$ cat src/rtl/alu_op_sequencer.sv
// Sequences ops onto an external single-cycle ALU. Full SLL/SRL are built from
// repeated one-bit ALU shifts. All other ops take a single ALU cycle.
module alu_op_sequencer #(
    parameter int DATA_W  = 32,
    parameter int SHAMT_W = 5
) (
    input  logic              clk,
    input  logic              rst_n,
    input  logic              flush,
    input  logic              req_valid,
    output logic              req_ready,
    input  logic [3:0]        req_op,
    input  logic [DATA_W-1:0] req_a,
    input  logic [DATA_W-1:0] req_b,
    output logic [DATA_W-1:0] alu_in1,
    output logic [DATA_W-1:0] alu_in2,
    output logic [3:0]        alu_ctrl,
    input  logic [DATA_W-1:0] alu_result,
    output logic              rsp_valid,
    input  logic              rsp_ready,
    output logic [DATA_W-1:0] rsp_data,
    output logic              busy
);

    localparam logic [3:0] OP_SLL = 4'd5;
    localparam logic [3:0] OP_SRL = 4'd6;

    typedef enum logic [1:0] {IDLE, EXEC, SHIFT, DONE} state_t;

    state_t              state_q;
    logic [3:0]          op_q;
    logic [DATA_W-1:0]   a_q;
    logic [DATA_W-1:0]   b_q;
    logic [DATA_W-1:0]   acc_q;
    logic [SHAMT_W-1:0]  cnt_q;
    logic [DATA_W-1:0]   rsp_data_q;

    logic [SHAMT_W-1:0]  req_shamt;
    logic                req_is_shift;
    logic                accept;

    assign req_shamt    = req_b[SHAMT_W-1:0];
    assign req_is_shift = (req_op == OP_SLL) || (req_op == OP_SRL);
    assign req_ready    = (state_q == IDLE) && !flush;
    assign accept       = req_valid && req_ready;

    assign rsp_valid = (state_q == DONE);
    assign busy      = (state_q != IDLE);
    assign rsp_data  = rsp_data_q;

    // ALU inputs are only non-zero while an ALU cycle is in flight.
    always_comb begin
        alu_in1  = '0;
        alu_in2  = '0;
        alu_ctrl = '0;
        case (state_q)
            EXEC: begin
                alu_in1  = a_q;
                alu_in2  = b_q;
                alu_ctrl = op_q;
            end
            SHIFT: begin
                alu_in1  = acc_q;
                alu_ctrl = op_q;
            end
            default: ;
        endcase
    end

    always_ff @(posedge clk or negedge rst_n) begin
        if (!rst_n) begin
            state_q    <= IDLE;
            op_q       <= '0;
            a_q        <= '0;
            b_q        <= '0;
            acc_q      <= '0;
            cnt_q      <= '0;
            rsp_data_q <= '0;
        end else if (flush) begin
            state_q <= IDLE;
        end else begin
            case (state_q)
                IDLE: begin
                    if (accept) begin
                        op_q <= req_op;
                        a_q  <= req_a;
                        b_q  <= req_b;
                        if (req_is_shift && (req_shamt == '0)) begin
                            rsp_data_q <= req_a;
                            state_q    <= DONE;
                        end else if (req_is_shift) begin
                            acc_q   <= req_a;
                            cnt_q   <= req_shamt;
                            state_q <= SHIFT;
                        end else begin
                            state_q <= EXEC;
                        end
                    end
                end
                EXEC: begin
                    rsp_data_q <= alu_result;
                    state_q    <= DONE;
                end
                SHIFT: begin
                    acc_q <= alu_result;
                    cnt_q <= cnt_q - 1'b1;
                    // Last one-bit step: its ALU output is the final result.
                    if (cnt_q == SHAMT_W'(1)) begin
                        rsp_data_q <= alu_result;
                        state_q    <= DONE;
                    end
                end
                DONE: begin
                    if (rsp_ready) begin
                        state_q <= IDLE;
                    end
                end
                default: state_q <= IDLE;
            endcase
        end
    end

endmodule
$ cat config.mk
export PLATFORM = sky130hd
export DESIGN_NAME = alu_op_sequencer
export DESIGN_NICKNAME = d
export VERILOG_FILES = /design/src/rtl/alu_op_sequencer.sv
export SDC_FILE = /design/constraint.sdc
export NUM_CORES = 1
export LEC_CHECK = 0
export BUFFER_PORTS_ARGS = -buffer_cell sky130_fd_sc_hd__buf_2
export CAP_MARGIN = 20
export CORE_UTILIZATION = 52
export CTS_CLUSTER_SIZE = 25
export DETAILED_ROUTE_END_ITERATION = 8
export GPL_ROUTABILITY_DRIVEN = 0
export HOLD_SLACK_MARGIN = 0.08
export PLACE_DENSITY = 0.88
export SLEW_MARGIN = 15
export SYNTH_ARGS = -nofsm -noshare
export SYNTH_HDL_FRONTEND = slang
export SYNTH_SLANG_ARGS = --single-unit
$ cat constraint.sdc
create_clock -name clk -period 2.4 [get_ports clk]
set_input_delay 0.24 -clock clk [delete_from_list [all_inputs] [get_ports clk]]
set_output_delay 0.24 -clock clk [all_outputs]
set_load 0.02 [all_outputs]
==> results of run 1 <==
-- routing by layer --
layer  part of all wire, %  vias up
li1                      -     2650
met1                    40     2812
met2                    50      233
met3                   8.1       31
met4                   1.8        0
met5                     0        -
-- cell families (layout without fill, tap and decap cells) --
| group | count (synthesis) | in the layout | synth area share, % |
|---|---|---|---|
| muxes | 132 | 132 | 20.8 |
| and+or+nand+nor | 122 | 122 | 9.91 |
| buffers and inverters | 54 | 320 | 3.51 |
| adders and majority gates | 7 | 7 | 1.29 |
| xor gates and xnor gates | 1 | 1 | 0.129 |
| AOI/OAI and AO/OA | 149 | 149 | 13.0 |
| DFF | 139 | 139 | 51.4 |
-- sequential cells by signal, summed over array words and instances (netlist names) --
name      flops
acc_q        32
op_q          4
b_q          32
a_q          32
state_q       2
cnt_q         5
rsp_data     32
-- how the worst min path moves through the flow --
stage | cells after the start | end | startpoint
2_1_floorplan | 0 | a_q[0] | rst_n
3_3_place_gp | 1 | acc_q[4] | rst_n
3_5_place_dp | 1 | acc_q[4] | rst_n
4_1_cts | 2 | a_q[4] | req_a[4]
5_1_grt | 2 | a_q[31] | req_a[31]
6_report | 2 | a_q[29] | req_a[29]
-- placed cells by master (no fill, tap or decap), types with 7 or more instances in the layout --
| cell | synthesis | final |
|---|---|---|
| buf_12 | 0 | 8 |
| a21oi_1 | 35 | 35 |
| nor2_1 | 35 | 35 |
| buf_4 | 0 | 9 |
| o21ai_1 | 30 | 30 |
| o21ai_0 | 36 | 36 |
| dlygate4sd3_1 | 0 | 56 |
| dfrtp_1 | 139 | 139 |
| a22oi_1 | 32 | 32 |
| and2_1 | 36 | 36 |
| inv_1 | 7 | 7 |
| clkbuf_16 | 0 | 17 |
| mux2i_1 | 64 | 64 |
| nor2b_1 | 34 | 34 |
| buf_2 | 10 | 206 |
| mux2_2 | 68 | 68 |
-- what timing repair did --
item / in CTS / in global routing
endpoints found under the hold margin: 121 / 0
setup endpoints to repair: 0 / 21
setup buffers: 0 / 3
gates resized for setup: 0 / 0
hold buffers: 56 / 0
-- metrics by stage --
| step | util (%) | cells | hold WS [ns] |
|---|---|---|---|
| after floorplan | - | 604 | -0.0556 |
| after global placement | 63.9 | 951 | 0.282 |
| after detailed placement | 63.9 | 951 | 0.278 |
| after CTS | 73.0 | 1039 | 0.0804 |
| after global routing | 73.2 | 1042 | 0.0836 |
| final | 73.2 | 1042 | 0.0895 |
-- final cells by class --
class | instances | area [um^2] | area share (%)
repair buffers | 281 | 1850 | 19.9
flip-flops and latches | 139 | 3480 | 37.5
multi-input cells | 411 | 3120 | 33.6
inverters | 7 | 26.3 | 0.283
well taps | 172 | 215 | 2.32
clock inverters | 8 | 115 | 1.24
clock buffers | 24 | 482 | 5.19
-- power breakdown --
part / switching, mW / internal [mW]
combinational: 3.22 / 2.51
sequential: 0.630 / 3.52
clock: 0.960 / 1.71
total: 4.81 / 7.73
==> impl_results.md, run 1 <==
- Status: completed
- DR DRC count: 0
- Setup Skew: between 0.005 and 0.006 ns
- Cell taking the most area after synthesis: dfrtp_1
- Rel. slew slack: ~58%
- Syn_nets: just over 700
- PwrDens: between 1000 and 1500 nW/um^2
- Dpl hpwl: 11,500 um
- Count leader, synth: dfrtp_1
- Top cell type's share of synthesized area: 51.4%
- Clock net sink count: 139
- Cells after Synth: ~600
- PnR Total Power: roughly 13 mW
- Routed Antenna Nets: 0
- Area growth from synthesis to layout: 37.1%
- Largest net degree at the start of global routing: 70
- Max-Cap Viols: 0
- Via count: 5,726
- Worst Hold Class: input pin to flip-flop
- R2R cell count: 6
- Critical-path cell list: dlygate4sd3_1 -> buf_2 -> or4_4 -> nor2_2 -> a41oi_4 -> or2_4 -> o21ai_0
- FF+latch count, synth: 139
- WP depth: 7
- Crit path required time: ~2.7 ns
- WP buf/inv: 2
- Nets: 969
- 1st-pass router iterations: 4
- Layout cells sized above 1: 38.0%
- First-pass GRT wire length: 29,400 um
- Fraction of registers with async set or reset after synthesis: 100%
- CTS tree: yes
- DR iter-0 viols: 362
- Worst-Skew Late Latency: 0.43 ns
- Max frequency: 0.443 GHz
- Clk pin slew, worst setup/hold paths: 0.06 ns
- M2 GR Usage: just under 50%
- Final period util: 94.0%
- Finished Cell Area: 9280 um^2
- CP peak stage delay: 0.54 ns
- Number of flops mapped to enable cells by yosys: 0
- Delay-heaviest family, CP: simple AND/OR/NAND/NOR gates
- Leak: 4.27 nW
- Syn avg cell area: 11.2 um^2
- Met1 GRT Util: 34.0%
- # diodes: 0
- Crit path capture: rsp_data[31]
- Slew Limit Fails: 0
- RSZ-0062 raised after global routing: false
- Unique masters post-synth: 37
- Final min period: 2.26 ns
- Die ar.: between 10,000 and 15,000 um^2
- Num CTS Buffers: 17
- Vias per Instance: 5.50
- Die Span Y: 116 um
- Worst r2r src: state_q[1]
- CTS max path bufs: 2
- Critical path class: input pin to flip-flop
- Setup violators final: 0
- Slack of the worst reg-to-reg path: 0.25 ns
- Die X: 116 um
- Met3 Use GR: 10.9%
- GRT Overall Usage: 28.8%
- Root Buffer: clkbuf_16
- Synth top cells by count: dfrtp_1 (139), mux2_2 (68), mux2i_1 (64)
- Port Buf Inserts: 207
- Post-Synthesis Cell Area: 6770 um^2
- Sum Neg Setup Slack: 0 ns
- Fillers: 871
- Worst vdd ir: 759 uV
- Worst slack at placement: 0.263 ns
- Top cells by area, synth: dfrtp_1 (51%), mux2_2 (11%), mux2i_1 (9.5%)
- Peak fanout along the critical path: 32
- Worst Setup SP: req_b[2]
- Rows: 41
- GRT Residual Overflow: 0
- Final Hold Viols: 0
- I/O pins: 208
- R2r endpoint: rsp_data[31]
- PnR worst setup slack: approximately 0.14 ns
- Critical path arrival: ~2.6 ns
- Startpoint types: input pin
- Antenna violations before repair: 0
- CP max stage cell: dlygate4sd3_1
- Most Crowded Layer GR: met2
- Vias in the first global route: 5,907
- Post-detailed-route wirelength per cell: 17.8 um
- Post-synthesis sequential area ratio: 51.4%
- Pin slew with the least headroom to its limit: around 0.64 ns
- Core Area: 12,700 um^2
- Placed cell areas: 8090 um^2
- Initial Utilization: 53.4%
- CP Capture Type: flip-flop
- Drt total wl: 18,600 um
- H-tree Lvls: 4
- Synth warn: 0
- Predominant post-synthesis flop cell: dfrtp_1
Note: power is estimated with default switching activity, not from simulation.
==> run 2: changes to the inputs <==
--- a/config.mk
+++ b/config.mk
@@ -14,3 +14,3 @@
 export HOLD_SLACK_MARGIN = 0.08
-export PLACE_DENSITY = 0.88
+export PLACE_DENSITY_LB_ADDON = 0.1
 export SLEW_MARGIN = 15
==> constraint.sdc (replaced) <==
create_clock -name clk -period 2.4 [get_ports clk]
set_input_delay 0.48 -clock clk [delete_from_list [all_inputs] [get_ports clk]]
set_output_delay 0.48 -clock clk [all_outputs]
set_load 0.02 [all_outputs]
==> impl_results.md, run 2 (synthesized netlist as in run 1, its figures left out) <==
- Status: completed
- Largest net degree at the start of global routing: 66 (-5.7%)
- CP Capture Type: output port
- Initial Utilization: 53.4% (unchanged)
- Rel. slew slack: 42.5% (-15 points)
- Most Crowded Layer GR: met2
- Vias per Instance: 5.49 (about the same)
- Dpl hpwl: 11,100 um (-3.0%)
- Most frequent cells in the layout: buf_2 (206), dfrtp_1 (138), mux2_2 (68)
- Worst vdd ir: 811 uV (+6.8%)
- Worst slack at placement: 0.159 ns (-0.103 ns)
- Core Area: 12,700 um^2 (unchanged)
- GRT Overall Usage: 27.6% (-1.2 points)
- Finished Cell Area: 8970 um^2 (-3.4%)
- PnR worst setup slack: 0.0744 ns (-0.0692 ns)
- RSZ-0062 raised after global routing: false
- Worst-Skew Late Latency: 0.42 ns (about the same)
- I/O pins: 208 (unchanged)
- GRT Residual Overflow: 0 (unchanged)
- Drt total wl: 17,900 um (-3.7%)
- # diodes: 0 (unchanged)
- Port Buf Inserts: 207 (unchanged)
- Met3 Use GR: 6.75% (-4.2 points)
- Via count: 5,437 (-5.0%)
- Startpoint types: flip-flop
- Worst Hold Class: input pin to flip-flop
- Pin slew with the least headroom to its limit: 0.863 ns (+0.226 ns)
- Die X: 116 um (unchanged)
- Nets: 917 (-5.4%)
- Layout cells sized above 1: 41.8% (+3.8 points)
- Sum Neg Setup Slack: 0 ns (unchanged)
- Setup Skew: 0.00403 ns (-0.00190 ns)
- CTS tree: yes
- Final period util: 96.9% (+2.9 points)
- Final min period: 2.33 ns (+0.0692 ns)
- Commonest non-fill, non-tap cell in the layout: buf_2
- Vias in the first global route: 5,609 (-5.0%)
- Slew Limit Fails: 0 (unchanged)
- Leak: 4.14 nW (-3.2%)
- Peak fanout along the critical path: 18 (-44%)
- CTS max path bufs: 2 (unchanged)
- Rows: 41 (unchanged)
- Max frequency: 0.430 GHz (-3.0%)
- DR iter-0 viols: 242 (-33%)
- Critical path arrival: 1.85 ns (-0.75 ns)
- PwrDens: 1450 nW/um^2 (+7.1%)
- Critical path class: flip-flop to output port
- Hold WS: 0.286 ns (+0.197 ns)
- Routed Antenna Nets: 0 (unchanged)
- Setup violators final: 0 (unchanged)
- Placed cell areas: 8110 um^2 (+0.19%)
- Post-detailed-route wirelength per cell: 18.1 um (+1.3%)
- Root Buffer: clkbuf_16
- H-tree Lvls: 4 (unchanged)
- M2 GR Usage: 46.9% (-1.7 points)
- Die ar.: 13,500 um^2 (unchanged)
- Crit path required time: 1.92 ns (-0.82 ns)
- Max-Cap Viols: 0 (unchanged)
- Clock net sink count: 139 (unchanged)
- Num CTS Buffers: 17 (unchanged)
- Final Hold Viols: 0 (unchanged)
- Area growth from synthesis to layout: 32.5%
- Clk pin slew, worst setup/hold paths: 0.06 ns (about the same)
- DR DRC count: 0 (unchanged)
- 1st-pass router iterations: 5 (+1)
- Met1 GRT Util: 33.7% (-0.28 points)
- First-pass GRT wire length: 27,900 um (-4.9%)
- Antenna violations before repair: 0 (unchanged)
- Die Span Y: 116 um (unchanged)
==> run 2: what timing repair did <==
item	CTS	global route
endpoints found under the setup margin	33	29
cloned	3	2
pin swaps	1	0
setup buffers	1	0
hold buffers	1	0
resized for setup	5	3
endpoints found under the hold margin	63	0
==> run 2: area by class of cell <==
class                           count  area (um^2)
Clock inverter                     12          193
Tap cell                          172          215
Fill cell                         979         3700
Inverter                            7         26.3
Multi-Input combinational cell    411         3140
Timing Repair Buffer              229         1450
Clock buffer                       20          467
Sequential cell                   139         3480
==> run 2: report_power, final <==
group | leakage [nW] | total (mW) | internal (mW) | switching, mW
Combinational | 2.17 | 5.95 | 2.69 | 3.26
Sequential | 1.65 | 4.12 | 3.52 | 0.602
Clock | 0.318 | 2.90 | 1.92 | 0.986
==> run 2: layer usage <==
| layer | vias to the layer above | wire (um) |
|---|---|---|
| li1 | 2547 | - |
| met1 | 2661 | 7490 |
| met2 | 197 | 8860 |
| met3 | 32 | 1140 |
| met4 | 0 | 413 |
| met5 | - | 0 |
==> run 2: worst paths after layout <==
check	startpoint	endpoint	slack, ns	depth (start not counted)
max	state_q[1]	alu_in1[15]	0.07	5
min	req_b[16]	b_q[16]	0.29	2
max reg2reg	state_q[0]	acc_q[5]	0.22	7
min reg2reg	b_q[6]	b_q[6]	0.50	1
max in group asynchronous	rst_n	a_q[0]	1.13	3
min in group asynchronous	rst_n	rsp_data[26]	0.61	2
==> run 2: worst max-delay path, stage by stage, from the launching register on <==
cell and delay [ns]:
dfrtp_2 0.42, inv_2 0.08, ha_4 0.36, buf_12 0.17, nor2b_1 0.19, buf_2 0.19
==> run 2: stage by stage <==
stage / total power [mW] / instances / util, %
final: 13.0 / 990 / 70.8
after global routing: 13.7 / 990 / 70.8
after CTS: 12.9 / 988 / 70.2
after detailed placement: 9.64 / 951 / 64.0
after global placement: 9.43 / 951 / 64.0
after floorplan: 7.82 / 604 / -
==> run 3: changes to the inputs <==
Settings changed: CORE_MARGIN set to 5.
==> impl_results.md, run 3 (synthesized netlist as in run 1, its figures left out) <==
- Critical path class: flip-flop to output port
- Antenna violations before repair: 0 (unchanged)
- H-tree Lvls: 4 (unchanged)
- Clock net sink count: 139 (unchanged)
- Leak: 4.15 nW (+0.25%)
- Worst Hold Class: input pin to flip-flop
- Worst vdd ir: 861 uV (+6.2%)
- DR iter-0 viols: 315 (+30%)
- GRT Residual Overflow: 0 (unchanged)
- PnR worst setup slack: 0.0920 ns (+0.0176 ns)
- Placed cell areas: 8090 um^2 (-0.28%)
- Crit path required time: 1.92 ns (about the same)
- Die ar.: 15,400 um^2 (+14%)
- First-pass GRT wire length: 28,300 um (+1.4%)
- CP Capture Type: output port
- Worst-Skew Late Latency: 0.41 ns (about the same)
- GRT Overall Usage: 23.7% (-3.9 points)
- Largest net degree at the start of global routing: 69 (+4.5%)
- 1st-pass router iterations: 5 (unchanged)
- DR DRC count: 0 (unchanged)
- Max frequency: 0.433 GHz (+0.76%)
- Die Span Y: 124 um (+6.9%)
- Vias per Instance: 5.44 (-0.92%)
- Critical path arrival: 1.83 ns (-0.02 ns)
- Fillers: 940 (-4.0%)
- Finished Cell Area: 8990 um^2 (+0.27%)
- Rel. slew slack: 66.1% (+24 points)
- PwrDens: 1460 nW/um^2 (+1.0%)
- Setup Skew: 0.00686 ns (+0.00283 ns)
- Drt total wl: 17,900 um (+0.16%)
- Root Buffer: clkbuf_16
- Peak fanout along the critical path: 17 (-1)
- Reg area: 3480 um^2 (about the same)
- CTS tree: yes
- Via count: 5,398 (-0.72%)
- # diodes: 0 (unchanged)
- Dpl hpwl: 12,000 um (+7.8%)
- I/O pins: 208 (unchanged)
- Port Buf Inserts: 207 (unchanged)
- Post-detailed-route wirelength per cell: 18.1 um (about the same)
- Max-Cap Viols: 0 (unchanged)
- Slew Limit Fails: 0 (unchanged)
- Startpoint types: flip-flop
- Routed Antenna Nets: 0 (unchanged)
- Worst slack at placement: 0.174 ns (+0.0144 ns)
- Rows: 41 (unchanged)
- Num CTS Buffers: 17 (unchanged)
- Final Hold Viols: 0 (unchanged)
- Final period util: 96.2% (-0.73 points)
- Nets: 919 (+0.22%)
- Area of the multi-input gates: 3140 um^2 (about the same)
- Area growth from synthesis to layout: 32.8%
- Vias in the first global route: 5,776 (+3.0%)
- RSZ-0062 raised after global routing: false
- Most frequent cells in the layout: buf_2 (201), dfrtp_1 (137), mux2_2 (68)
- Clk pin slew, worst setup/hold paths: 0.06 ns (about the same)
- Slack of the worst reg-to-reg path: 0.27 ns (+0.05 ns)
- Initial Utilization: 53.4% (unchanged)
- Core Area: 12,700 um^2 (unchanged)
- Layout cells sized above 1: 42.4% (+0.63 points)
- Status: completed
- Pin slew with the least headroom to its limit: 0.508 ns (-0.355 ns)
- Setup violators final: 0 (unchanged)
- Final min period: 2.31 ns (-0.0176 ns)
- CTS max path bufs: 2 (unchanged)
- Die X: 124 um (+6.9%)
- Commonest non-fill, non-tap cell in the layout: buf_2
-- run 3: cell count changes in the layout (fill, tap and decap cells not counted), sizes merged --
cell and change:
buf +3, bufbuf -1, bufinv +3, clkinv -2
clkinvlp -1
-- run 3: power breakdown --
| group | switching, mW | leakage (nW) | internal (mW) |
|---|---|---|---|
| Sequential | 0.610 | 1.65 | 3.52 |
| Clock | 0.976 | 0.346 | 2.21 |
| Combinational | 3.19 | 2.15 | 2.63 |
-- run 3: layout make-up --
type | count | area share [%]
Multi-Input combinational cell | 411 | 34.9
Tap cell | 172 | 2.39
Clock buffer | 20 | 5.08
Timing Repair Buffer | 231 | 15.6
Clock inverter | 12 | 2.95
Inverter | 7 | 0.292
Sequential cell | 139 | 38.7
-- run 3: critical path, stage by stage (launching register included) --
cell,delay [ns]
dfrtp_2,0.43
inv_2,0.09
ha_4,0.36
clkbuf_16,0.23
nor2b_1,0.14
buf_2,0.17
-- run 3: per-layer routing --
metal	GRT usage, %	wire (um)	part of all wire [%]
met2	39.6	8990	50
met3	7.40	1550	8.7
met5	0	0	0
met1	29.5	7200	40
met4	7.39	185	1.0
-- run 3: timing repair --
action,CTS,global route
setup endpoints to repair,56,29
gates cloned,1,2
hold buffers,1,0
setup buffers,1,2
pin swaps,0,1
resized for setup,9,12
hold endpoints to repair,49,0
-- run 3: path summary, 6_finish.rpt --
kind / startpoint / endpoint / depth (start not counted)
max: state_q[0] / alu_in1[6] / 5
min: req_b[7] / b_q[7] / 2
max reg2reg: state_q[1] / acc_q[4] / 8
min reg2reg: b_q[25] / b_q[25] / 1
max in group asynchronous: rst_n / state_q[0] / 3
min in group asynchronous: rst_n / a_q[26] / 2
-- run 3: through the flow --
stage	cells	utilization [%]	TNS, ns	total power, mW	hold WS [ns]
after global routing	992	71.0	0	13.9	0.281
after global placement	953	63.8	0	9.44	0.447
after floorplan	604	-	0	7.82	0.184
after CTS	988	70.2	-0.0311	13.0	0.278
after detailed placement	953	63.8	0	9.66	0.455
final	992	71.0	0	13.1	0.297
